## src/rtl/mem_arb_pkg.sv

```systemverilog
// Shared types and defaults for the fetch/data memory port arbiter.
package mem_arb_pkg;

    localparam int unsigned DEFAULT_TIMEOUT = 255;

    typedef enum logic [1:0] {
        ARB_IDLE   = 2'd0,
        ARB_I_WAIT = 2'd1,
        ARB_D_WAIT = 2'd2,
        ARB_D_DONE = 2'd3
    } arb_state_t;

    // Grant codes; declaration order is priority order (data before fetch miss).
    typedef enum logic [1:0] {
        GNT_NONE  = 2'd0,
        GNT_DATA  = 2'd1,
        GNT_FETCH = 2'd2
    } arb_grant_t;

    // Priority encoder over the two requesters.
    function automatic arb_grant_t pick_grant(input logic data_req, input logic fetch_req);
        if (data_req) begin
            return GNT_DATA;
        end
        if (fetch_req) begin
            return GNT_FETCH;
        end
        return GNT_NONE;
    endfunction

endpackage

```

## src/rtl/mem_port_arbiter_if.sv

```systemverilog
// Pipeline F/M ports and unified memory port seen by the arbiter.
interface mem_port_arbiter_if #(
    parameter int unsigned ADDR_W = 32,
    parameter int unsigned DATA_W = 32
);
    // Fetch stage
    logic              if_req_f;
    logic [ADDR_W-1:0] if_addr_f;
    logic [DATA_W-1:0] if_rdata_f;
    logic              if_done_f;
    // Memory stage
    logic              dm_req_m;
    logic              dm_we_m;
    logic [ADDR_W-1:0] dm_addr_m;
    logic [DATA_W-1:0] dm_wdata_m;
    logic [DATA_W-1:0] dm_rdata_m;
    logic              dm_done_m;
    // Memory
    logic              mem_req;
    logic              mem_we;
    logic [ADDR_W-1:0] mem_addr;
    logic [DATA_W-1:0] mem_wdata;
    logic              mem_ready;
    logic [DATA_W-1:0] mem_rdata;
    // Hazard unit / status
    logic              mem_stall;
    logic              bus_err;

    // Arbiter side.
    modport master (
        input  if_req_f, if_addr_f,
        input  dm_req_m, dm_we_m, dm_addr_m, dm_wdata_m,
        input  mem_ready, mem_rdata,
        output if_rdata_f, if_done_f,
        output dm_rdata_m, dm_done_m,
        output mem_req, mem_we, mem_addr, mem_wdata,
        output mem_stall, bus_err
    );

    // Pipeline and memory side.
    modport slave (
        output if_req_f, if_addr_f,
        output dm_req_m, dm_we_m, dm_addr_m, dm_wdata_m,
        output mem_ready, mem_rdata,
        input  if_rdata_f, if_done_f,
        input  dm_rdata_m, dm_done_m,
        input  mem_req, mem_we, mem_addr, mem_wdata,
        input  mem_stall, bus_err
    );

endinterface

```

## src/rtl/fetch_line_buffer.sv

```systemverilog
// One-entry instruction buffer: avoids refetching while the pipeline is stalled.
module fetch_line_buffer #(
    parameter int unsigned ADDR_W = 32,
    parameter int unsigned DATA_W = 32
) (
    input  logic              clk,
    input  logic              reset_n,
    input  logic              load_i,
    input  logic [ADDR_W-1:0] load_addr_i,
    input  logic [DATA_W-1:0] load_data_i,
    input  logic              inval_i,
    input  logic              lookup_req_i,
    input  logic [ADDR_W-1:0] lookup_addr_i,
    output logic              hit_c,
    output logic [DATA_W-1:0] data_o
);

    logic              valid_q;
    logic [ADDR_W-1:0] addr_q;
    logic [DATA_W-1:0] data_q;

    // Load has precedence; the arbiter never asserts load and invalidate together.
    always_ff @(posedge clk or negedge reset_n) begin
        if (!reset_n) begin
            valid_q <= 1'b0;
            addr_q  <= '0;
            data_q  <= '0;
        end else if (load_i) begin
            valid_q <= 1'b1;
            addr_q  <= load_addr_i;
            data_q  <= load_data_i;
        end else if (inval_i) begin
            valid_q <= 1'b0;
        end
    end

    // Combinational lookup against the held line.
    assign hit_c  = lookup_req_i & valid_q & (addr_q == lookup_addr_i);
    assign data_o = data_q;

endmodule

```

## src/rtl/mem_port_arbiter.sv

```systemverilog
// Arbitrates a single-ported unified memory between fetch (F) and memory (M) stages.
module mem_port_arbiter
    import mem_arb_pkg::*;
#(
    parameter int unsigned ADDR_W  = 32,
    parameter int unsigned DATA_W  = 32,
    parameter int unsigned TIMEOUT = DEFAULT_TIMEOUT
) (
    input  logic                clk,
    input  logic                reset_n,
    mem_port_arbiter_if.master  bus
);

    localparam int unsigned CNT_W = (TIMEOUT < 1) ? 1 : $clog2(TIMEOUT + 1);

    arb_state_t        state_q,     state_d;
    logic              mem_req_q,   mem_req_d;
    logic              mem_we_q,    mem_we_d;
    logic [ADDR_W-1:0] mem_addr_q,  mem_addr_d;
    logic [DATA_W-1:0] mem_wdata_q, mem_wdata_d;
    logic [DATA_W-1:0] dm_rdata_q,  dm_rdata_d;
    logic              dm_done_q,   dm_done_d;
    logic [DATA_W-1:0] if_rdata_q,  if_rdata_d;
    logic              if_done_q,   if_done_d;
    logic              bus_err_q,   bus_err_d;
    logic [CNT_W-1:0]  cnt_q,       cnt_d;

    logic              hit;
    logic [DATA_W-1:0] buf_data;
    logic              buf_load;
    logic              buf_inval;
    logic              fetch_miss;
    logic              expired;
    arb_grant_t        gnt;

    fetch_line_buffer #(
        .ADDR_W (ADDR_W),
        .DATA_W (DATA_W)
    ) u_buf (
        .clk           (clk),
        .reset_n       (reset_n),
        .load_i        (buf_load),
        .load_addr_i   (mem_addr_q),
        .load_data_i   (bus.mem_rdata),
        .inval_i       (buf_inval),
        .lookup_req_i  (bus.if_req_f),
        .lookup_addr_i (bus.if_addr_f),
        .hit_c         (hit),
        .data_o        (buf_data)
    );

    // A fetch whose done pulse is already registered must not be reissued.
    assign fetch_miss = bus.if_req_f & ~hit & ~if_done_q;
    assign expired    = (cnt_q == CNT_W'(TIMEOUT - 1));

    // Next-state, grant and completion logic.
    always_comb begin
        state_d     = state_q;
        mem_req_d   = mem_req_q;
        mem_we_d    = mem_we_q;
        mem_addr_d  = mem_addr_q;
        mem_wdata_d = mem_wdata_q;
        dm_rdata_d  = dm_rdata_q;
        dm_done_d   = 1'b0;
        if_rdata_d  = if_rdata_q;
        if_done_d   = 1'b0;
        bus_err_d   = bus_err_q;
        cnt_d       = cnt_q;
        buf_load    = 1'b0;
        buf_inval   = 1'b0;
        gnt         = GNT_NONE;

        case (state_q)
            ARB_IDLE: begin
                gnt = pick_grant(bus.dm_req_m, fetch_miss);
            end
            ARB_D_DONE: begin
                // Held dm_req_m is in its completion cycle here, so only fetch may win.
                state_d = ARB_IDLE;
                gnt     = pick_grant(1'b0, fetch_miss);
            end
            ARB_I_WAIT: begin
                if (bus.mem_ready) begin
                    mem_req_d  = 1'b0;
                    buf_load   = 1'b1;
                    if_rdata_d = bus.mem_rdata;
                    if_done_d  = 1'b1;
                    state_d    = ARB_IDLE;
                end else if (expired) begin
                    mem_req_d  = 1'b0;
                    bus_err_d  = 1'b1;
                    if_rdata_d = '0;
                    if_done_d  = 1'b1;
                    state_d    = ARB_IDLE;
                end else begin
                    cnt_d = cnt_q + CNT_W'(1);
                end
            end
            ARB_D_WAIT: begin
                if (bus.mem_ready) begin
                    mem_req_d  = 1'b0;
                    dm_rdata_d = bus.mem_rdata;
                    dm_done_d  = 1'b1;
                    state_d    = ARB_D_DONE;
                end else if (expired) begin
                    mem_req_d  = 1'b0;
                    bus_err_d  = 1'b1;
                    dm_rdata_d = '0;
                    dm_done_d  = 1'b1;
                    state_d    = ARB_D_DONE;
                end else begin
                    cnt_d = cnt_q + CNT_W'(1);
                end
            end
            default: state_d = ARB_IDLE;
        endcase

        case (gnt)
            GNT_DATA: begin
                mem_req_d   = 1'b1;
                mem_we_d    = bus.dm_we_m;
                mem_addr_d  = bus.dm_addr_m;
                mem_wdata_d = bus.dm_wdata_m;
                buf_inval   = bus.dm_we_m;
                cnt_d       = '0;
                state_d     = ARB_D_WAIT;
            end
            GNT_FETCH: begin
                mem_req_d  = 1'b1;
                mem_we_d   = 1'b0;
                mem_addr_d = bus.if_addr_f;
                cnt_d      = '0;
                state_d    = ARB_I_WAIT;
            end
            default: ;
        endcase
    end

    // State and output registers.
    always_ff @(posedge clk or negedge reset_n) begin
        if (!reset_n) begin
            state_q     <= ARB_IDLE;
            mem_req_q   <= 1'b0;
            mem_we_q    <= 1'b0;
            mem_addr_q  <= '0;
            mem_wdata_q <= '0;
            dm_rdata_q  <= '0;
            dm_done_q   <= 1'b0;
            if_rdata_q  <= '0;
            if_done_q   <= 1'b0;
            bus_err_q   <= 1'b0;
            cnt_q       <= '0;
        end else begin
            state_q     <= state_d;
            mem_req_q   <= mem_req_d;
            mem_we_q    <= mem_we_d;
            mem_addr_q  <= mem_addr_d;
            mem_wdata_q <= mem_wdata_d;
            dm_rdata_q  <= dm_rdata_d;
            dm_done_q   <= dm_done_d;
            if_rdata_q  <= if_rdata_d;
            if_done_q   <= if_done_d;
            bus_err_q   <= bus_err_d;
            cnt_q       <= cnt_d;
        end
    end

    // Fetch completion is a buffer hit or the registered pulse after a memory/timeout finish.
    assign bus.if_done_f  = if_done_q | hit;
    assign bus.if_rdata_f = if_done_q ? if_rdata_q : (hit ? buf_data : '0);

    assign bus.dm_done_m  = dm_done_q;
    assign bus.dm_rdata_m = dm_rdata_q;
    assign bus.mem_req    = mem_req_q;
    assign bus.mem_we     = mem_we_q;
    assign bus.mem_addr   = mem_addr_q;
    assign bus.mem_wdata  = mem_wdata_q;
    assign bus.bus_err    = bus_err_q;

    // Stall term for the hazard unit.
    assign bus.mem_stall  = (bus.if_req_f & ~bus.if_done_f) | (bus.dm_req_m & ~bus.dm_done_m);

endmodule

```

## src/flat_wrapper.sv

```systemverilog
// flat-port wrapper written by rule: the top's interface ports become plain ports
module mem_port_arbiter_flat import mem_arb_pkg::*;
#(
    parameter int unsigned ADDR_W  = 32,
    parameter int unsigned DATA_W  = 32,
    parameter int unsigned TIMEOUT = DEFAULT_TIMEOUT
)
  (clk, reset_n, bus_if_req_f, bus_if_addr_f, bus_dm_req_m, bus_dm_we_m, bus_dm_addr_m, bus_dm_wdata_m, bus_mem_ready, bus_mem_rdata, bus_if_rdata_f, bus_if_done_f, bus_dm_rdata_m, bus_dm_done_m, bus_mem_req, bus_mem_we, bus_mem_addr, bus_mem_wdata, bus_mem_stall, bus_bus_err);
  mem_port_arbiter_if #(.ADDR_W(ADDR_W), .DATA_W(DATA_W)) bus_i ();
  input  logic clk;
  input  logic reset_n;
  input wire logic [$bits(bus_i.if_req_f)-1:0] bus_if_req_f;
  input wire logic [$bits(bus_i.if_addr_f)-1:0] bus_if_addr_f;
  input wire logic [$bits(bus_i.dm_req_m)-1:0] bus_dm_req_m;
  input wire logic [$bits(bus_i.dm_we_m)-1:0] bus_dm_we_m;
  input wire logic [$bits(bus_i.dm_addr_m)-1:0] bus_dm_addr_m;
  input wire logic [$bits(bus_i.dm_wdata_m)-1:0] bus_dm_wdata_m;
  input wire logic [$bits(bus_i.mem_ready)-1:0] bus_mem_ready;
  input wire logic [$bits(bus_i.mem_rdata)-1:0] bus_mem_rdata;
  output wire logic [$bits(bus_i.if_rdata_f)-1:0] bus_if_rdata_f;
  output wire logic [$bits(bus_i.if_done_f)-1:0] bus_if_done_f;
  output wire logic [$bits(bus_i.dm_rdata_m)-1:0] bus_dm_rdata_m;
  output wire logic [$bits(bus_i.dm_done_m)-1:0] bus_dm_done_m;
  output wire logic [$bits(bus_i.mem_req)-1:0] bus_mem_req;
  output wire logic [$bits(bus_i.mem_we)-1:0] bus_mem_we;
  output wire logic [$bits(bus_i.mem_addr)-1:0] bus_mem_addr;
  output wire logic [$bits(bus_i.mem_wdata)-1:0] bus_mem_wdata;
  output wire logic [$bits(bus_i.mem_stall)-1:0] bus_mem_stall;
  output wire logic [$bits(bus_i.bus_err)-1:0] bus_bus_err;
  assign bus_i.if_req_f = bus_if_req_f;
  assign bus_i.if_addr_f = bus_if_addr_f;
  assign bus_i.dm_req_m = bus_dm_req_m;
  assign bus_i.dm_we_m = bus_dm_we_m;
  assign bus_i.dm_addr_m = bus_dm_addr_m;
  assign bus_i.dm_wdata_m = bus_dm_wdata_m;
  assign bus_i.mem_ready = bus_mem_ready;
  assign bus_i.mem_rdata = bus_mem_rdata;
  assign bus_if_rdata_f = bus_i.if_rdata_f;
  assign bus_if_done_f = bus_i.if_done_f;
  assign bus_dm_rdata_m = bus_i.dm_rdata_m;
  assign bus_dm_done_m = bus_i.dm_done_m;
  assign bus_mem_req = bus_i.mem_req;
  assign bus_mem_we = bus_i.mem_we;
  assign bus_mem_addr = bus_i.mem_addr;
  assign bus_mem_wdata = bus_i.mem_wdata;
  assign bus_mem_stall = bus_i.mem_stall;
  assign bus_bus_err = bus_i.bus_err;
  mem_port_arbiter #(.ADDR_W(ADDR_W), .DATA_W(DATA_W), .TIMEOUT(TIMEOUT)) u_core (.clk(clk), .reset_n(reset_n), .bus(bus_i));
endmodule
```

## config.mk

```make
export PLATFORM = sky130hd
export DESIGN_NAME = mem_port_arbiter_flat
export DESIGN_NICKNAME = d
export VERILOG_FILES = /design/src/rtl/mem_arb_pkg.sv /design/src/rtl/mem_port_arbiter_if.sv /design/src/rtl/fetch_line_buffer.sv /design/src/rtl/mem_port_arbiter.sv /design/src/flat_wrapper.sv
export SDC_FILE = /design/constraint.sdc
export NUM_CORES = 1
export LEC_CHECK = 0
export ABC_CLOCK_PERIOD_IN_PS = 8650
export CAP_MARGIN = 20
export CORE_UTILIZATION = 50
export DETAILED_ROUTE_END_ITERATION = 8
export PLACE_DENSITY = 0.8
export SETUP_SLACK_MARGIN = 0.3
export SLEW_MARGIN = 20
export SYNTH_ARGS = -nofsm -noshare
export SYNTH_HDL_FRONTEND = slang
export SYNTH_SLANG_ARGS = --single-unit
```

## constraint.sdc

```tcl
create_clock -name clk -period 8.65 [get_ports clk]
set_clock_uncertainty 0.1 [all_clocks]
set_input_delay 1.2975 -clock clk [delete_from_list [all_inputs] [get_ports clk]]
set_output_delay 1.2975 -clock clk [all_outputs]
set_load 0.02 [all_outputs]
```

Word-level counts from Yosys, hierarchy flattened
Cells that the tools add are included.
{"block": "op_classes", "addsub": 1, "n_eq_ne": 11, "muxes": 42, "bitwise_logic": 13, "n_reduce_logical": 15}
{"op": "2-to-1 mux 32 bit", "count": 4}
{"op": "case mux 32 bit (2 select lines)", "count": 1}
{"op": "== test 32 bit", "count": 1}
{"op": "2-to-1 mux 8 bit", "count": 4}
{"op": "2-to-1 mux 2 bit", "count": 10}
{"op": "2-to-1 mux 1 bit", "count": 19}
{"op": "inequality test 5 x 2 -> 1 bit (second input constant)", "count": 2}
{"op": "AND reduction 3 bit", "count": 3}
{"op": "adder 8 x 1 -> 8 bit (second input constant)", "count": 1}
{"op": "== test 8 bit (second input constant)", "count": 1}
{"op": "case mux 2 bit (2 select lines)", "count": 2}
{"op": "nonzero test 2 bit", "count": 4}
{"op": "AND 1 bit", "count": 6}
{"op": "== test 2 bit (second input constant)", "count": 3}
{"op": "case mux 2 bit (3 select lines)", "count": 1}
{"op": "AND reduction 2 bit", "count": 3}
{"op": "inverter 1 bit", "count": 5}
{"op": "nonzero test 5 bit", "count": 1}
{"op": "== test 2 x 1 -> 1 bit (second input constant)", "count": 2}
{"op": "inequality test 2 bit (second input constant)", "count": 2}
{"op": "OR reduction 2 bit", "count": 2}
{"op": "nonzero test 3 bit", "count": 1}
{"op": "zero test 2 bit", "count": 1}
{"op": "OR 1 bit", "count": 2}
{"op": "case mux 1 bit (2 select lines)", "count": 1}
{"block": "totals", "register_bits": 208, "input_bits": 134, "output_inout_bits": 134, "elab_cells": 96}

Longest topological paths before layout
Gate-level depths: netlist (run 1).
{"block": "logic_depth", "word_depth": 15, "mapped_depth": 12, "mapped_depth_nobuf": 10}

Hierarchy
Synthesis (run 1) repeated with hierarchy kept, for this count alone.
{"block": "unflattened", "hier_cells": 668, "area_unflattened_um2": 8928.6}
{"mod": "mem_port_arbiter", "instances": 1, "cells_each": 486, "area_each_um2": 6177.2, "seq_area_each_um2": 3578.4}
{"mod": "fetch_line_buffer", "instances": 1, "cells_each": 182, "area_each_um2": 2751.4, "seq_area_each_um2": 1626.6}

Least setup slack after synthesis (run 1)
Ideal clock, no wire load.
{"block": "synth_path", "kind": "input-to-output", "from": "in bus_if_addr_f[31]", "to": "out bus_if_rdata_f[0]", "arrival_time_ns": 2.562, "path_slack_ns": 4.690, "stages": 5, "cell_sequence": "xnor2_1 nand4_1 nor4_2 nand3_2 o21ai_0"}
{"block": "synth_via", "elab_chain_cells": 4}
{"item": "from (decl)", "line_no": "flat_wrapper.sv:13", "text": "input wire logic [$bits(bus_i.if_addr_f)-1:0] bus_if_addr_f;"}
{"item": "== test 32 bit", "line_no": "fetch_line_buffer.sv:38", "text": "assign hit_c = lookup_req_i & valid_q & (addr_q == lookup_addr_i);"}
{"item": "AND 1 bit", "line_no": "fetch_line_buffer.sv:38"}
{"item": "2-to-1 mux 32 bit (2 in series)", "line_no": "mem_port_arbiter.sv:170", "text": "assign bus.if_rdata_f = if_done_q ? if_rdata_q : (hit ? buf_data : '0);"}
{"item": "to (decl)", "line_no": "flat_wrapper.sv:20", "text": "output wire logic [$bits(bus_i.if_rdata_f)-1:0] bus_if_rdata_f;"}
No other way between the ends.

Worst setup path in the final report (run 1)
{"block": "layout_path", "from": "in bus_if_addr_f[4]", "to": "out bus_if_rdata_f[3]"}
Same word-level chain as after synthesis.

==> metrics.md, run 1 <==
| Metric | Value |
|---|---|
| Status | complete, no violations |
| Worst hold stages | 1 |
| Max clock buf depth | 3 |
| Wire per inst | 17.3 um |
| Commonest non-fill, non-tap cell in the layout | clkdlybuf4s50_1 |
| Ant diodes | 0 |
| Share of the synthesized area in the top cell type | 56.3% |
| Max Slew Vio Count | 0 |
| CTS Hold Buffers Added | 0 |
| Yosys reg bits | 208 |
| Final instance area | 12700 um2 |
| DR iter-0 viols | 361 |
| Period utilization | 60.0% |
| CP Buf/Inv Count | 3 |
| Post-CTS Repair Setup Buffers | 0 |
| Most frequent cells in the layout | clkdlybuf4s50_1 (266), nand2_1 (265), dfrtp_1 (208) |
| Die area | 19000 um2 |
| Starting density of the core | 51.3% |
| Uppermost layer routed | met4 |
| Num ports | 268 |
| Post-CTS sizing | 0 |
| Synthesis Warnings | 0 |
| Avg Synthesized Cell Area | 10.7 um2 |
| First-pass detailed-route iteration total | 5 |
| Die width | 138 um |
| DR vias | 7144 |
| Gr ovfl total | 0 |
| WP depth | 8 |
| Critical Path End Type | primary output |
| RR Startpoint | u_core.u_buf.addr_q[25]$_DFFE_PN0P_ |
| CTS tree | built |
| M1 WL | 10100 um |
| Post-route ant nets | 0 |
| Critical Path AT | 3.79 ns |
| Static Leakage | 5.61 nW |
| Post-DP Area | 12000 um2 |
| Number of global-route vias before repair | 7020 |
| Synthesized Nets | 1011 |
| Met3 routed WL | 1810 um |
| Most used DFF post-synth | dfrtp_1 |
| Post-synthesis cell type count | 43 |
| Port bufs | 267 |
| WS Path Type | in -> out |
| Post-route setup TNS | 0 ns |
| Synth async-reset ratio | 100% |
| Sink Count | 208 |
| Peak VDD IR | 0.258 mV |
| RSZ-0062 raised after global routing | no |
| Mapped cell area | 9240 um2 |
| Gate Count Post-Synth | 867 |
| # rows | 49 |
| CP Launch Type | input pin |
| Final setup vio count | 0 |
| Vias/cell | 5.28 |
| Final WL | 23400 um |
| Register area share after synthesis | 56.3% |
| First-pass GRT wire length | 36400 um |
| Post-synth top area cell | dfrtp_1 |
| Clock slew at reported path FFs | 0.06 ns |
| Clk_lat worst skew | 0.49 ns |
| CP max stage cell | clkdlybuf4s50_1 |
| RR Endpoint | u_core.state_q[1]$_DFFE_PN0P_ |
| DRC | 0 |
| Maximum number of pins on one net before global-route repair | 97 |
| Crit path largest cell delay | 0.63 ns |
| Required @ worst endpoint | 7.25 ns |
| Worst Reg-to-Reg Cells | 11 |
| Maxcap violations | 0 |
| Family with the most delay on the worst path | buffers and inverters |
| GRT Total Usage | 24.7% |
| H-tree levels | 1 |
| Critical path capture point | bus_if_rdata_f[3] |
| R2R setup slack | 5.37 ns |
| Antenna violations before repair | 0 |
| Synth-to-layout area growth | 37.7% |
| Layout cell share with drive strength beyond 1 | 10.4% |
| Relative slew margins | 30.2% |
| Crit. Startpoint | bus_if_addr_f[4] |
| Min-delay worst type | reg -> reg |
| Fin crit period | 5.19 ns |
| Post-DP HPWL | 15800 um |
| Final net count | 1254 |
| Met2 WL post-DR | 10800 um |
| CP cell instances | clkdlybuf4s50_1 -> xnor2_1 -> nand4_1 -> nor4_2 -> nand3_2 -> buf_4 -> o21ai_0 -> clkdlybuf4s50_1 |
| Post-synth EDFFs | 0 |
| Actual transition at the worst max-transition pin | 1.05 ns |
| Most frequent CP cell | clkdlybuf4s50_1 |
| Crit path max fanout | 36 |
| Core area | 18000 um2 |
| CTS Buf Count | 22 |
| Synth top area cells | dfrtp_1 (56%), nand2_1 (11%), a22o_1 (6.1%) |
| CTS root buffer | clkbuf_16 |
| Final Hold Viols | 0 |
| Die height | 138 um |
| Final RePlAce weighted congestion | 0.803 |
| PD cells | 360 nW/um2 |
| Maximum clock frequency | 193 MHz |
## cell type report
| type | count | area, um2 |
|---|---|---|
| timing repair buffer | 273 | 2720 |
| multi-input combinational | 597 | 3780 |
| inverter | 8 | 30.0 |
| clock inverter | 3 | 15.0 |
| tap | 229 | 287 |
| clock buffer | 36 | 694 |
| fill | 1362 | 5300 |
| sequential | 208 | 5200 |
## how the worst min path moves through the flow
| stage | slack, ns | endpoint | start |
|---|---|---|---|
| global placement | 0.36 | u_core.u_buf.data_o[21]$_DFFE_PN0P_ | u_core.u_buf.data_o[21]$_DFFE_PN0P_ |
| floorplan | 0.35 | u_core.u_buf.valid_q$_DFFE_PN0P_ | u_core.u_buf.valid_q$_DFFE_PN0P_ |
| CTS | 0.38 | u_core.u_buf.data_o[10]$_DFFE_PN0P_ | u_core.u_buf.data_o[10]$_DFFE_PN0P_ |
| global route | 0.40 | u_core.u_buf.data_o[18]$_DFFE_PN0P_ | u_core.u_buf.data_o[18]$_DFFE_PN0P_ |
| detailed placement | 0.36 | u_core.bus.bus_err$_DFFE_PN0P_ | u_core.bus.bus_err$_DFFE_PN0P_ |
| finish | 0.38 | u_core.bus.bus_err$_DFFE_PN0P_ | u_core.bus.bus_err$_DFFE_PN0P_ |
## worst reg2reg max path, delay by kind of cell (launching register included)
kind,cells,cell delay [ns]
and+or+nand+nor,5,1.15
DFF,1,0.41
muxes,1,0.37
adders and majority gates,1,0.34
AOI/OAI and AO/OA,2,0.32
buffers and inverters,1,0.30
xor gates and xnor gates,1,0.23
## Yosys cell counts (27+ instances only)
cell type and instances:
mux2i_1 33, clkbuf_1 34, dfrtp_1 208, o21ai_0 39
a22o_1 64, nand2b_1 33, xnor2_1 34, mux2_2 33
o21ai_2 27, nand2_1 266
## routing by layer
metal / vias to the layer above / global-route usage [%]
li1: 3404 / -
met2: 259 / 39.3
met5: - / 0
met3: 41 / 6.07
met4: 0 / 7.73
met1: 3440 / 33.3
## through the flow
step | setup slack [ns] | hold slack, ns | std cells | total power [mW] | utilization, %
after global placement | 3.44 | 0.358 | 1315 | 3.62 | 66.6
after CTS | 3.43 | 0.378 | 1354 | 4.62 | 70.6
after detailed placement | 3.44 | 0.361 | 1315 | 3.68 | 66.6
after floorplan | 4.69 | 0.346 | 867 | 2.85 | -
final | 3.46 | 0.376 | 1354 | 4.58 | 70.6
after global routing | 3.32 | 0.397 | 1354 | 4.87 | 70.6
## logic make-up (layout without fill, tap and decap cells)
group           after synthesis  count (layout)  share of synthesized area (%)
fa+ha+maj                    10              10                           1.35
compound gates              142             142                           11.8
flops                       208             208                           56.3
buf+inv                      62             320                           3.14
xor+xnor                     38              38                           3.60
mux                          66              66                           7.60
simple gates                341             341                           16.1
## report_power, final
group / internal (mW) / switching, mW
clock: 0.545 / 0.367
sequential: 1.43 / 0.291
combinational: 0.948 / 1.00
total: 2.92 / 1.66
## flip-flops by register name (all words and copies together), names as in the netlist, 2 cells and up
| signal | flops |
|---|---|
| u_core.if_rdata_q | 32 |
| u_core.bus.dm_rdata_m | 32 |
| u_core.bus.mem_addr | 32 |
| u_core.state_q | 2 |
| u_core.bus.mem_wdata | 32 |
| u_core.cnt_q | 8 |
| u_core.u_buf.data_o | 32 |
| u_core.u_buf.addr_q | 32 |
Note: power is estimated with default switching activity, not from simulation.
==> inputs of run 2 (changes only) <==
--- a/config.mk
+++ b/config.mk
@@ -5,11 +5,11 @@
 export SDC_FILE = /design/constraint.sdc
 export NUM_CORES = 1
 export LEC_CHECK = 0
-export ABC_CLOCK_PERIOD_IN_PS = 8650
+export ABC_CLOCK_PERIOD_IN_PS = 4200
 export CAP_MARGIN = 20
-export CORE_UTILIZATION = 50
+export CORE_UTILIZATION = 43
 export DETAILED_ROUTE_END_ITERATION = 8
-export PLACE_DENSITY = 0.8
+export PLACE_DENSITY = 0.72
 export SETUP_SLACK_MARGIN = 0.3
 export SLEW_MARGIN = 20
 export SYNTH_ARGS = -nofsm -noshare
==> constraint.sdc (replaced) <==
create_clock -name clk -period 4.2 [get_ports clk]
set_clock_uncertainty 0.1 [all_clocks]
set_input_delay 0.63 -clock clk [delete_from_list [all_inputs] [get_ports clk]]
set_output_delay 0.63 -clock clk [all_outputs]
set_load 0.02 [all_outputs]
==> metrics.md, run 2 (synthesized netlist as in run 1, its figures left out) <==
| Metric | Value |
|---|---|
| Post-CTS Repair Setup Buffers | 0 (unchanged) |
| Placement Setup Slack | 0.450 ns (-2.99 ns) |
| Placed Cells | 1365 (+3.8%) |
| Clock slew at reported path FFs | 0.06 ns (about the same) |
| Post-route setup TNS | 0 ns (unchanged) |
| Core area | 21000 um2 (+17%) |
| Wire per inst | 17.1 um (-1.1%) |
| Number of global-route vias before repair | 7167 (+2.1%) |
| PD cells | 745 nW/um2 (+110%) |
| Final RePlAce weighted congestion | 0.789 (-1.8%) |
| Antenna violations before repair | 1 (+1) |
| Most frequent CP cell | clkdlybuf4s50_1 |
| Final WL | 24000 um (+2.7%) |
| DR iter-0 viols | 252 (-30%) |
| Family with the most delay on the worst path | buffers and inverters |
| Maxcap violations | 0 (unchanged) |
| Final WS setup | 0.454 ns (-3.00 ns) |
| Relative slew margins | 28.1% (-2.1 points) |
| First-pass GRT wire length | 38700 um (+6.2%) |
| Critical Path End Type | primary output |
| Final Non-Filler Cells | 1407 (+3.9%) |
| Static Leakage | 5.70 nW (+1.6%) |
| CTS tree | built |
| GRT Total Usage | 22.3% (-2.5 points) |
| Layout cell share with drive strength beyond 1 | 11.3% (+0.92 points) |
| Max clock buf depth | 3 (unchanged) |
| CTS root buffer | clkbuf_16 |
| Peak VDD IR | 0.471 mV (+82%) |
| DR vias | 7177 (+0.46%) |
| Critical Path AT | 3.02 ns (-0.77 ns) |
| Crit path largest cell delay | 0.63 ns (about the same) |
| CTS Buf Count | 23 (+4.5%) |
| Maximum number of pins on one net before global-route repair | 112 (+15%) |
| Vias/cell | 5.10 (-3.3%) |
| Port bufs | 267 (unchanged) |
| Final Hold Viols | 0 (unchanged) |
| Crit path max fanout | 36 (unchanged) |
| CP cell instances | clkdlybuf4s50_1 -> xnor2_1 -> nand4_1 -> nor4_2 -> nand3_2 -> buf_12 -> o21ai_0 -> clkdlybuf4s50_1 |
| First-pass detailed-route iteration total | 5 (unchanged) |
| Die width | 149 um (+7.7%) |
| Max Slew Vio Count | 0 (unchanged) |
| Num ports | 268 (unchanged) |
| Final instance area | 12900 um2 (+1.5%) |
| Post-DP Area | 12100 um2 (+0.97%) |
| Sink Count | 208 (unchanged) |
| Required @ worst endpoint | 3.47 ns (-3.78 ns) |
| RSZ-0062 raised after global routing | no |
| Min-delay worst type | in -> async |
| Period utilization | 89.2% |
| Final net count | 1259 (+0.40%) |
| Maximum clock frequency | 267 MHz |
| # rows | 53 (+8.2%) |
| Most frequent cells in the layout | nand2_1 (265), clkdlybuf4s50_1 (265), dfrtp_1 (207) |
| Die height | 149 um (+7.7%) |
| Post-route ant nets | 0 (unchanged) |
| Gr ovfl total | 0 (unchanged) |
| Fin crit period | 3.75 ns |
| WS Path Type | in -> out |
| Die area | 22100 um2 (+16%) |
| Clk_lat worst skew | 0.51 ns (+0.02 ns) |
| Post-DP HPWL | 16100 um (+2.2%) |
| DRC | 0 (unchanged) |
| Final setup vio count | 0 (unchanged) |
| Actual transition at the worst max-transition pin | 1.08 ns (+0.0312 ns) |
| Status | complete, no violations |
| CP Launch Type | input pin |
| H-tree levels | 1 (unchanged) |
| CP max stage cell | clkdlybuf4s50_1 |
| CP Buf/Inv Count | 3 (unchanged) |
| Synth-to-layout area growth | 39.8% |
| Starting density of the core | 44.0% (-7.3 points) |
## run 2: cell count changes in the layout (fill, tap and decap cells not counted), moves of 2 or more
| cell | delta |
|---|---|
| buf_12 | +3 |
| ha_4 | -2 |
| bufinv_16 | +2 |
| clkbuf_1 | -4 |
| ha_2 | +2 |
## run 2: worst paths after layout
kind / to / slack, ns / cells past startpoint / from
max: bus_if_rdata_f[3] / 0.45 / 8 / bus_if_addr_f[26]
min: u_core.bus.dm_rdata_m[26]$_DFFE_PN0P_ / 0.15 / 1 / reset_n
max reg2reg: u_core.state_q[1]$_DFFE_PN0P_ / 1.25 / 11 / u_core.u_buf.addr_q[26]$_DFFE_PN0P_
min reg2reg: u_core.u_buf.data_o[10]$_DFFE_PN0P_ / 0.38 / 2 / u_core.u_buf.data_o[10]$_DFFE_PN0P_
max in group asynchronous: u_core.bus.mem_addr[8]$_DFFE_PN0N_ / 2.88 / 2 / reset_n
min in group clk: u_core.u_buf.data_o[10]$_DFFE_PN0P_ / 0.38 / 2 / u_core.u_buf.data_o[10]$_DFFE_PN0P_
## run 2: stage by stage
stage          hold slack [ns]  util [%]  power, mW
2_1_floorplan            0.234         -       5.87
3_3_place_gp             0.358      57.7       7.53
3_5_place_dp             0.363      57.7       7.61
4_1_cts                  0.184      61.4       9.73
5_1_grt                  0.205      61.4       10.2
6_report                 0.152      61.5       9.63
## run 2: routing by layer
| metal | track usage [%] | routed length, um | vias to the layer above |
|---|---|---|---|
| met5 | 0 | 0 | - |
| met4 | 7.01 | 689 | 0 |
| met3 | 5.43 | 1850 | 43 |
| met2 | 35.0 | 10900 | 257 |
| met1 | 30.3 | 10600 | 3463 |
| li1 | - | - | 3414 |
## run 2: report_power, final
part,switching [mW],leakage [nW],internal (mW)
logic,2.04,2.71,1.95
clock network,0.804,0.392,1.27
registers,0.618,2.59,2.95
## run 2: area by class of cell
class                   instances  area, um2
fillers                      1735       8100
flip-flops and latches        208       5210
multi-input cells             597       3760
repair buffers                277       2790
clock buffers                  33        693
well taps                     275        344
clock inverters                 8       96.3
inverters                       8       30.0
diodes                          1       2.50
## run 2: what timing repair did
action / CTS / global route
setup endpoints to repair: 0 / 1
endpoints found under the hold margin: 0 / 0
resized for setup: 0 / 1
hold buffers: 0 / 0
## run 2: worst reg2reg max path, stage by stage, from the launching register on
cell       delay, ns
dfrtp_1         0.39
xnor2_1         0.28
nand4_1         0.20
nor4_2          0.27
nand3_2         0.13
buf_12          0.21
and2_4          0.18
ha_2            0.19
nor3b_1         0.26
o2bb2ai_2       0.19
mux2_2          0.36
a21oi_1         0.11
